$ cat config.mk
export PLATFORM = sky130hd
export DESIGN_NAME = cut_pattern_sequencer_flat
export DESIGN_NICKNAME = d
export VERILOG_FILES = /design/src/rtl/cut_seq_pkg.sv /design/src/rtl/cut_pattern_sequencer_if.sv /design/src/rtl/cut_misr.sv /design/src/rtl/cut_pattern_sequencer.sv /design/src/flat_wrapper.sv
export SDC_FILE = /design/constraint.sdc
export NUM_CORES = 1
export LEC_CHECK = 0
export CAP_MARGIN = 20
export CORE_MARGIN = 5
export CORE_UTILIZATION = 45
export DETAILED_ROUTE_END_ITERATION = 10
export PLACE_DENSITY_LB_ADDON = 0.15
export SLEW_MARGIN = 30
export SYNTH_ARGS = -nofsm -noshare
export SYNTH_HDL_FRONTEND = slang
export SYNTH_SLANG_ARGS = --single-unit
$ cat constraint.sdc
create_clock -name CLK -period 2.8 [get_ports CLK]
set_input_delay 0.28 -clock CLK [delete_from_list [all_inputs] [get_ports CLK]]
set_output_delay 0.28 -clock CLK [all_outputs]
set_load 0.01 [all_outputs]
$ cat src/rtl/cut_seq_pkg.sv
// Shared types and constants for the cell-under-test pattern sequencer:
// FSM states, MISR polynomial/seed and the binary-to-Gray helper.
package cut_seq_pkg;

    typedef enum logic [1:0] {
        IDLE = 2'd0,
        LOAD = 2'd1,
        RUN  = 2'd2,
        DONE = 2'd3
    } state_t;

    localparam int MISR_W = 16;

    // x^16 + x^12 + x^3 + x + 1; the x^16 term is implied by the shift-out.
    localparam logic [MISR_W-1:0] MISR_POLY = 16'h100B;
    localparam logic [MISR_W-1:0] MISR_SEED = 16'hFFFF;

    function automatic logic [31:0] bin2gray(input logic [31:0] b);
        return b ^ (b >> 1);
    endfunction

endpackage

$ cat src/rtl/cut_pattern_sequencer_if.sv
// Bundle of the control handshake, CUT stimulus/response and result
// signals between the sequencer and whoever drives and observes it.
interface cut_pattern_sequencer_if #(
    parameter int N_IN   = 3,
    parameter int REPS_W = 8,
    parameter int CNT_W  = 16,
    parameter int SIG_W  = 16
);

    // Handshake: START is a single-cycle request, accepted only on an edge
    // where BUSY is low (IDLE or DONE); REPS/MODE are captured on that edge.
    // BUSY stays high while the sweep runs, DONE is a level that holds with
    // stable results until the next accepted START or reset.
    logic                 START;
    logic [REPS_W-1:0]    REPS;
    logic                 MODE;
    logic [N_IN-1:0]      STIM;
    logic                 CUT_Q;
    logic                 BUSY;
    logic                 DONE;
    logic [CNT_W-1:0]     RISE_CNT;
    logic [CNT_W-1:0]     FALL_CNT;
    logic [CNT_W-1:0]     ONES_CNT;
    logic [SIG_W-1:0]     SIG;
    cut_seq_pkg::state_t  state;

    modport slave (
        input  START, REPS, MODE, CUT_Q,
        output STIM, BUSY, DONE, RISE_CNT, FALL_CNT, ONES_CNT, SIG, state
    );

    modport master (
        output START, REPS, MODE, CUT_Q,
        input  STIM, BUSY, DONE, RISE_CNT, FALL_CNT, ONES_CNT, SIG, state
    );

endinterface

$ cat src/rtl/cut_misr.sv
// Single-input MISR (Galois form) with synchronous clear-to-seed and a
// shift enable; compresses the sampled CUT output stream.
module cut_misr
    import cut_seq_pkg::*;
#(
    parameter int               SIG_W = 16,
    parameter logic [SIG_W-1:0] POLY  = SIG_W'(MISR_POLY),
    parameter logic [SIG_W-1:0] SEED  = SIG_W'(MISR_SEED)
) (
    input  logic             clk,
    input  logic             rstb,
    input  logic             clear,
    input  logic             shift,
    input  logic             d,
    output logic [SIG_W-1:0] sig
);

    logic feedback;

    always_comb begin
        feedback = sig[SIG_W-1] ^ d;
    end

    always_ff @(posedge clk) begin
        if (!rstb) begin
            sig <= SEED;
        end else if (clear) begin
            sig <= SEED;
        end else if (shift) begin
            sig <= {sig[SIG_W-2:0], 1'b0} ^ ({SIG_W{feedback}} & POLY);
        end
    end

endmodule

$ cat src/rtl/cut_pattern_sequencer.sv
// Drives exhaustive binary/Gray sweeps into a combinational cell-under-test
// and accumulates rise/fall/ones counts plus a MISR signature of its output.
module cut_pattern_sequencer
    import cut_seq_pkg::*;
#(
    parameter int N_IN   = 3,
    parameter int REPS_W = 8,
    parameter int CNT_W  = 16,
    parameter int SIG_W  = 16
) (
    input  logic                   CLK,
    input  logic                   RSTB,
    cut_pattern_sequencer_if.slave bus
);

    localparam logic [N_IN-1:0] IDX_LAST = '1;

    state_t            state;
    logic [N_IN-1:0]   idx;
    logic [N_IN-1:0]   idx_next;
    logic [REPS_W-1:0] reps_left;
    logic              mode_q;
    logic              prev_q;
    logic              have_prev;
    logic [N_IN-1:0]   stim_q;
    logic              busy_q;
    logic              done_q;
    logic [CNT_W-1:0]  rise_q;
    logic [CNT_W-1:0]  fall_q;
    logic [CNT_W-1:0]  ones_q;
    logic [SIG_W-1:0]  sig;
    logic              start_ok;
    logic              last_sample;
    logic              misr_clear;
    logic              misr_shift;

    function automatic logic [N_IN-1:0] vector_of(input logic [N_IN-1:0] i,
                                                  input logic            gray);
        logic [31:0] g;
        g = bin2gray(32'(i));
        return gray ? g[N_IN-1:0] : i;
    endfunction

    always_comb begin
        start_ok    = bus.START && ((state == IDLE) || (state == DONE));
        idx_next    = idx + N_IN'(1);
        last_sample = (state == RUN) && (idx == IDX_LAST) && (reps_left == REPS_W'(1));
        misr_clear  = start_ok;
        misr_shift  = (state == RUN);
    end

    always_ff @(posedge CLK) begin
        if (!RSTB) begin
            state     <= IDLE;
            idx       <= '0;
            reps_left <= '0;
            mode_q    <= 1'b0;
            prev_q    <= 1'b0;
            have_prev <= 1'b0;
            stim_q    <= '0;
            busy_q    <= 1'b0;
            done_q    <= 1'b0;
            rise_q    <= '0;
            fall_q    <= '0;
            ones_q    <= '0;
        end else begin
            case (state)
                IDLE, DONE: begin
                    if (start_ok) begin
                        idx       <= '0;
                        reps_left <= bus.REPS;
                        mode_q    <= bus.MODE;
                        prev_q    <= 1'b0;
                        have_prev <= 1'b0;
                        rise_q    <= '0;
                        fall_q    <= '0;
                        ones_q    <= '0;
                        if (bus.REPS != '0) begin
                            state  <= LOAD;
                            stim_q <= vector_of('0, bus.MODE);
                            busy_q <= 1'b1;
                            done_q <= 1'b0;
                        end else begin
                            // Empty sweep: report zeroed results right away.
                            state  <= DONE;
                            stim_q <= '0;
                            busy_q <= 1'b0;
                            done_q <= 1'b1;
                        end
                    end
                end

                LOAD: begin
                    state <= RUN;
                end

                RUN: begin
                    if (bus.CUT_Q && (ones_q != '1)) begin
                        ones_q <= ones_q + CNT_W'(1);
                    end
                    // The first sample of a run only establishes the baseline.
                    if (have_prev && !prev_q && bus.CUT_Q && (rise_q != '1)) begin
                        rise_q <= rise_q + CNT_W'(1);
                    end
                    if (have_prev && prev_q && !bus.CUT_Q && (fall_q != '1)) begin
                        fall_q <= fall_q + CNT_W'(1);
                    end
                    prev_q    <= bus.CUT_Q;
                    have_prev <= 1'b1;
                    idx       <= idx_next;
                    if (idx == IDX_LAST) begin
                        reps_left <= reps_left - REPS_W'(1);
                    end
                    if (last_sample) begin
                        state  <= DONE;
                        stim_q <= '0;
                        busy_q <= 1'b0;
                        done_q <= 1'b1;
                    end else begin
                        stim_q <= vector_of(idx_next, mode_q);
                    end
                end

                default: begin
                    state <= IDLE;
                end
            endcase
        end
    end

    cut_misr #(
        .SIG_W (SIG_W),
        .POLY  (SIG_W'(MISR_POLY)),
        .SEED  (SIG_W'(MISR_SEED))
    ) u_misr (
        .clk   (CLK),
        .rstb  (RSTB),
        .clear (misr_clear),
        .shift (misr_shift),
        .d     (bus.CUT_Q),
        .sig   (sig)
    );

    assign bus.STIM     = stim_q;
    assign bus.BUSY     = busy_q;
    assign bus.DONE     = done_q;
    assign bus.RISE_CNT = rise_q;
    assign bus.FALL_CNT = fall_q;
    assign bus.ONES_CNT = ones_q;
    assign bus.SIG      = sig;
    assign bus.state    = state;

endmodule

$ cat src/flat_wrapper.sv
// flat-port wrapper written by rule: the top's interface ports become plain ports
module cut_pattern_sequencer_flat import cut_seq_pkg::*;
#(
    parameter int N_IN   = 3,
    parameter int REPS_W = 8,
    parameter int CNT_W  = 16,
    parameter int SIG_W  = 16
)
  (CLK, RSTB, bus_START, bus_REPS, bus_MODE, bus_CUT_Q, bus_STIM, bus_BUSY, bus_DONE, bus_RISE_CNT, bus_FALL_CNT, bus_ONES_CNT, bus_SIG, bus_state);
  cut_pattern_sequencer_if #(.N_IN(N_IN), .REPS_W(REPS_W), .CNT_W(CNT_W), .SIG_W(SIG_W)) bus_i ();
  input  logic CLK;
  input  logic RSTB;
  input wire logic [$bits(bus_i.START)-1:0] bus_START;
  input wire logic [$bits(bus_i.REPS)-1:0] bus_REPS;
  input wire logic [$bits(bus_i.MODE)-1:0] bus_MODE;
  input wire logic [$bits(bus_i.CUT_Q)-1:0] bus_CUT_Q;
  output wire logic [$bits(bus_i.STIM)-1:0] bus_STIM;
  output wire logic [$bits(bus_i.BUSY)-1:0] bus_BUSY;
  output wire logic [$bits(bus_i.DONE)-1:0] bus_DONE;
  output wire logic [$bits(bus_i.RISE_CNT)-1:0] bus_RISE_CNT;
  output wire logic [$bits(bus_i.FALL_CNT)-1:0] bus_FALL_CNT;
  output wire logic [$bits(bus_i.ONES_CNT)-1:0] bus_ONES_CNT;
  output wire logic [$bits(bus_i.SIG)-1:0] bus_SIG;
  output wire logic [$bits(bus_i.state)-1:0] bus_state;
  assign bus_i.START = bus_START;
  assign bus_i.REPS = bus_REPS;
  assign bus_i.MODE = bus_MODE;
  assign bus_i.CUT_Q = bus_CUT_Q;
  assign bus_STIM = bus_i.STIM;
  assign bus_BUSY = bus_i.BUSY;
  assign bus_DONE = bus_i.DONE;
  assign bus_RISE_CNT = bus_i.RISE_CNT;
  assign bus_FALL_CNT = bus_i.FALL_CNT;
  assign bus_ONES_CNT = bus_i.ONES_CNT;
  assign bus_SIG = bus_i.SIG;
  assign bus_state = bus_i.state;
  cut_pattern_sequencer #(.N_IN(N_IN), .REPS_W(REPS_W), .CNT_W(CNT_W), .SIG_W(SIG_W)) u_core (.CLK(CLK), .RSTB(RSTB), .bus(bus_i));
endmodule
==> impl_metrics.ini, run 1 <==
[run_status]
status = finished, final reports clean

[cells_and_area]
diodes = 0
drive_above_1_share_pct = 7.78
syn_to_final_growth_pct = 25.2
nets = 685

[run]
cap_violations = 0

[routing]
drtIter0Drc = 409
finalWirelength_um = 13200
drc_errors = 0
antenna_left = 0
vias = 4838
wl_per_cell_um = 16.4
vias_per_cell = 6.02
dr.pass1.iters = 5

[logic_synthesis]
ys_ff_latch = 85
synth_xor_area_share_pct = 1.31
synth_top_family_by_area = simple AND/OR/NAND/NOR gates
yosysTopAreaCell = dfxtp_1
async_reset_ff_share_pct = 0
ys_seq_area_share_pct = 36.3
synth_ff_type = dfxtp_1
synth_adder_area_share_pct = 2.41
synthTopCellsByArea = dfxtp_1 (36%), nand2_1 (6.5%), mux2i_1 (4.3%)
synth-simple-area-share_pct = 31.7
synth_compound_area_share_pct = 19.0
yosysWarnings = 0
synth_edf_count = 0
synth_top_area_share_pct = 36.3
syn_avg_cell_area_sq_um = 7.95
syn_inst = 589
synth_mux_area_share_pct = 5.00
synth_fp_nets = 611
yosysUniqueCellTypes = 68
syn_area_sq_mm = 0.00468

[critical_path]
crit_start = u_core.bus.state[0]$_SDFFE_PN0P_
cp.required_ns = 3.10
crit_path_end_kind = register
crit_arrival_ns = 2.75
cp-start-kind = register
crit_path_cell_trace = inv_1 -> ha_2 -> nor2b_1 -> buf_4 -> nor3_1 -> nand4b_1 -> or4_1 -> a21oi_1
cp_max_fo = 6
critPathKind = reg2reg
slowest_delay_ns = 0.45
slowest_stage = nor3_1
rr_startpoint = u_core.bus.state[0]$_SDFFE_PN0P_

[cts]
hold_buffers = 0
cts_resized = 0
clk_latency_ns = 0.36
htree_levels = 3
post-cts-setup-buffers = 0
tritoncts = yes
clock_tree.buffer_depth = 2
clk_pin_slew_ns = 0.09
clock-sinks = 85
numCtsBuffers = 9
root_buffer = clkbuf_8

[power_and_ir_drop]
total_power_mw = 3.90
vdd_drop_max_mv = 0.508
pwr_density_cell_mw_per_mm2 = 665
p_leak_nw = 1.98

[global_route]
grt_max_degree = 42
antenna_found_initial = 0
grtUsageTotal_pct = 20.5
overflow = 0
grt_pass1_wl_um = 21900
grt_pass1_vias = 4538

[placed_design]
gp_congestion = 0.900
io_buffer_count = 83
dp_hpwl_um = 9470

[timing]
relSlewSlack_pct = 57.0
finalHoldViolCount = 0
finalSetupViolCount = 0
drv_slew = 0
post-route-min-period_ns = 2.45
fin_tns_setup_ns = 0
max_freq_ghz = 0.409
fin_crit_sh_pct = 87.4
fin_skew_ns = 0.00976
rsz0062_at_grt = no
worstMarginPinSlew_ns = 0.644

[hold_path]
min_path_type = reg2reg
holdCritStartpoint = u_core.bus.BUSY$_SDFFE_PN0P_

[floorplan]
io_pins = 84
core_sq_mm = 0.0102
die_area_sq_mm = 0.0125
start_util_pct = 45.8
std_cell_rows = 37
die_w_um = 112
die_h_um = 112
-- final timing paths --
path	slack, ns	cells after the start	to
worst max-delay path	0.35	8	u_core.bus.ONES_CNT[10]$_SDFFE_PN0P_
worst min-delay path	0.47	2	u_core.bus.BUSY$_SDFFE_PN0P_
worst max register to register	0.35	8	u_core.bus.ONES_CNT[10]$_SDFFE_PN0P_
worst min register to register	0.47	2	u_core.bus.BUSY$_SDFFE_PN0P_
-- metal layers --
metal | part of all wire (%) | global-route usage, % | vias to the layer above
li1 | - | - | 2344
met1 | 44 | 26.2 | 2317
met2 | 49 | 34.5 | 149
met3 | 5.3 | 3.32 | 28
met4 | 1.7 | 8.33 | 0
met5 | 0 | 0 | -
-- cell type report --
class,instances,area (sq um)
Multi-Input combinational cell,457,2790
Clock buffer,9,124
Timing Repair Buffer,100,958
Tap cell,136,170
Sequential cell,85,1700
Inverter,10,37.5
Clock inverter,7,80.1
Fill cell,965,4370
-- report_power, final --
part           leakage (nW)  switching (mW)  internal (mW)
clock network        0.0968           0.491          0.423
registers             0.689           0.117           1.32
logic                  1.19           0.991          0.561
-- sequential cells by signal, indices dropped and copies added, names as in the netlist --
| register | cells |
|---|---|
| u_core.bus.state | 2 |
| u_core.have_prev | 1 |
| u_core.mode_q | 1 |
| u_core.prev_q | 1 |
| u_core.bus.ONES_CNT | 16 |
| u_core.bus.FALL_CNT | 16 |
| u_core.bus.DONE | 1 |
| u_core.u_misr.sig | 16 |
| u_core.idx | 3 |
| u_core.bus.RISE_CNT | 16 |
| u_core.reps_left | 8 |
| u_core.bus.STIM | 3 |
| u_core.bus.BUSY | 1 |
-- cells by family (layout without fill, tap and decap cells) --
group,after synthesis,in the layout
buffers and inverters,47,126
XOR/XNOR,7,7
adder cells (fa/ha/maj),9,9
AO/OA/AOI/OAI,135,135
multiplexers,23,23
flip-flops,85,85
AND/OR/NAND/NOR,283,283
-- cell usage after synthesis (all sizes together) (2+ instances only) --
cell type	count
a211oi	5
nand4	26
ha	9
mux2i	20
nor2b	7
o21bai	2
dfxtp	85
o21a	4
nand3b	5
a21boi	3
o31a	4
nand2	81
o211ai	10
nand2b	2
a22oi	9
nor3	17
xnor2	6
and2	5
inv	10
a21oi	32
nand3	36
and4	8
or3	7
o32a	2
a32oi	2
o21ai	29
clkbuf	22
a31o	3
and3b	2
or4	9
a21o	5
buf	15
a31oi	13
nor4	10
o32ai	2
and3	9
nand4b	5
nor2	47
mux2	3
a311o	2
nor4b	3
-- critical path: cells and delay by family (launching register included) --
family | cells | cell delay, ns
simple gates | 4 | 1.32
flops | 1 | 0.40
fa+ha+maj | 1 | 0.31
buf+inv | 2 | 0.22
compound gates | 1 | 0.15
-- per-stage QoR --
stage	std cells	instance area, sq um	hold WS (ns)	utilization, %	setup WS [ns]
after CTS	804	5860	0.467	57.3	0.254
after global placement	788	5660	0.448	55.3	0.314
after detailed placement	788	5660	0.457	55.3	0.301
after global routing	804	5860	0.497	57.3	0.199
final	804	5860	0.472	57.3	0.352
after floorplan	589	4680	0.427	-	0.760
-- placed cells by master (no fill, tap or decap), types with 5 or more instances in the layout --
cell / synthesis / routed
nor2_1: 47 / 46
xnor2_1: 6 / 6
nor4_1: 9 / 9
clkdlybuf4s50_1: 0 / 83
clkbuf_8: 0 / 9
nor2b_1: 7 / 7
or3_1: 7 / 7
and2_1: 5 / 5
inv_1: 10 / 10
a31oi_1: 13 / 13
dfxtp_1: 85 / 85
o211ai_1: 10 / 10
nand3b_1: 5 / 5
and4_1: 6 / 6
nand4_1: 26 / 26
nor3_1: 16 / 16
a22oi_1: 9 / 9
and3_1: 9 / 9
a21o_1: 5 / 5
o21ai_0: 27 / 27
nand2_1: 81 / 81
or4_1: 7 / 7
nand4b_1: 5 / 5
mux2i_1: 20 / 20
a21oi_1: 32 / 32
nand3_1: 36 / 36
buf_4: 1 / 17
ha_1: 9 / 8
No activity file was read; power rests on OpenSTA's default activity.
==> run 2, diff against run 1 <==
--- a/config.mk
+++ b/config.mk
@@ -6,8 +6,10 @@
 export NUM_CORES = 1
 export LEC_CHECK = 0
 export CAP_MARGIN = 20
+export CELL_PAD_IN_SITES_DETAIL_PLACEMENT = 0
+export CELL_PAD_IN_SITES_GLOBAL_PLACEMENT = 1
 export CORE_MARGIN = 5
-export CORE_UTILIZATION = 45
+export CORE_UTILIZATION = 39
 export DETAILED_ROUTE_END_ITERATION = 10
 export PLACE_DENSITY_LB_ADDON = 0.15
 export SLEW_MARGIN = 30
==> run 2 against run 1 <==
Net effect: global-route usage decreased by 0.86 points; die area increased by 14%; clock skew decreased by 0.0022 ns; register-to-register slack improved by 0.08 ns; largest power group unchanged; largest cell class unchanged; sequential share of layout area decreased by 0.71 points; clock power increased by 46%; highest routed layer unchanged; core utilization decreased by 6.8 points; critical path depth decreased by 1; count of clock-buffer cells in the layout increased by 1; first-iteration DRC count decreased by 22%; sequential cell count unchanged; maximum frequency increased by 3.4%.
==> impl_metrics.ini, run 2 (same netlist as run 1, synthesis figures left out) <==
[run_status]
status = finished, final reports clean

[critical_path]
cp_max_fo = 10
crit_family = simple AND/OR/NAND/NOR gates
crit_arrival_ns = 2.64
cp-start-kind = register
critPathKind = reg2reg
crit_path_cell_trace = inv_1 -> ha_2 -> nor2b_1 -> nor2_1 -> nand2_1 -> or3_1 -> o21ai_0
slowest_delay_ns = 0.58
crit_buf_inv = 1
crit_path_end_kind = register
slowest_stage = nor2_1
cp.required_ns = 3.08

[cells_and_area]
syn_to_final_growth_pct = 28.4
final_cell_mix = dfxtp_1 (85), clkdlybuf4s50_1 (83), nand2_1 (81)
multi_input_comb_area_sq_mm = 0.00279
nets = 686
final_common_cell = dfxtp_1
num-fill-cells = 1170
fin_util_pct = 50.5
diodes = 0
drive_above_1_share_pct = 7.77
fin_area_sq_mm = 0.00601
register_area_sq_mm = 0.00170

[timing]
post-route-min-period_ns = 2.37
drv_slew = 0
finalHoldViolCount = 0
relSlewSlack_pct = 51.4
finalSetupViolCount = 0
max_freq_ghz = 0.422
fin_tns_setup_ns = 0
fin_crit_sh_pct = 84.6
fin_skew_ns = 0.00759
setup_slack_ns = 0.432
rsz0062_at_grt = no
hold_slack_ns = 0.475
worstMarginPinSlew_ns = 0.726

[routing]
top_layer_used = met4
vias_per_cell = 5.86
antenna_left = 0
wl_met1_um = 6230
dr.pass1.iters = 5
vias = 4784
wl_met2_um = 6760
met3_length_um = 756
finalWirelength_um = 13900
drtIter0Drc = 319
wl_per_cell_um = 17.1
drc_errors = 0

[placed_design]
pre_cts_slack_ns = 0.236
io_buffer_count = 83
placed_cell_area_sq_mm = 0.00568
gp_congestion = 0.870
dp_hpwl_um = 9880

[floorplan]
std_cell_rows = 40
die_h_um = 120
die_w_um = 120
start_util_pct = 39.3
io_pins = 84
core_sq_mm = 0.0119
die_area_sq_mm = 0.0143

[cts]
clock_tree.buffer_depth = 2
numCtsBuffers = 9
clk_latency_ns = 0.35
cts_resized = 0
hold_buffers = 0
clk_pin_slew_ns = 0.06
htree_levels = 3
tritoncts = yes
root_buffer = clkbuf_16
clock-sinks = 85
post-cts-setup-buffers = 0

[global_route]
overflow = 0
antenna_found_initial = 0
grt_pass1_vias = 4374
grt_max_degree = 44
grt_pass1_wl_um = 23100
grtUsageTotal_pct = 19.7

[run]
cap_violations = 0

[power_and_ir_drop]
vdd_drop_max_mv = 0.474
pwr_density_cell_mw_per_mm2 = 723
p_leak_nw = 2.05

[hold_path]
min_path_type = reg2reg
[run 2: layout make-up]
| class | count | share of cell area [%] |
|---|---|---|
| Multi-Input combinational cell | 457 | 46.4 |
| Sequential cell | 85 | 28.3 |
| Timing Repair Buffer | 101 | 16.1 |
| Clock buffer | 10 | 3.98 |
| Tap cell | 147 | 3.06 |
| Clock inverter | 6 | 1.56 |
| Inverter | 10 | 0.624 |
[run 2: through the flow]
| step | cells | power, mW |
|---|---|---|
| after detailed placement | 800 | 3.02 |
| after global placement | 800 | 3.01 |
| after CTS | 816 | 4.37 |
| after global routing | 816 | 4.63 |
| final | 816 | 4.34 |
| after floorplan | 589 | 2.48 |
[run 2: worst register-to-register path: cells and delay by family, from the launching register on]
kind / cells / cell delay (ns)
flip-flops: 1 / 0.38
AO/OA/AOI/OAI: 1 / 0.07
adder cells (fa/ha/maj): 1 / 0.32
buffers and inverters: 1 / 0.08
AND/OR/NAND/NOR: 4 / 1.45
[run 2: final timing paths]
| path | end | startpoint | depth (start not counted) | slack [ns] |
|---|---|---|---|---|
| min | u_core.bus.BUSY$_SDFFE_PN0P_ | u_core.bus.BUSY$_SDFFE_PN0P_ | 2 | 0.47 |
| min reg2reg | u_core.bus.BUSY$_SDFFE_PN0P_ | u_core.bus.BUSY$_SDFFE_PN0P_ | 2 | 0.47 |
| max | u_core.bus.FALL_CNT[12]$_SDFFE_PN0P_ | u_core.bus.state[0]$_SDFFE_PN0P_ | 7 | 0.43 |
| max reg2reg | u_core.bus.FALL_CNT[12]$_SDFFE_PN0P_ | u_core.bus.state[0]$_SDFFE_PN0P_ | 7 | 0.43 |
[run 2: layer usage]
layer,up-vias,track usage (%)
li1,2340,-
met1,2277,25.6
met2,151,32.8
met3,16,3.63
met4,0,6.59
met5,-,0
[run 2: power by group]
group / internal, mW / switching (mW)
clock: 0.814 / 0.527
sequential: 1.32 / 0.122
combinational: 0.556 / 1.00
total: 2.69 / 1.65
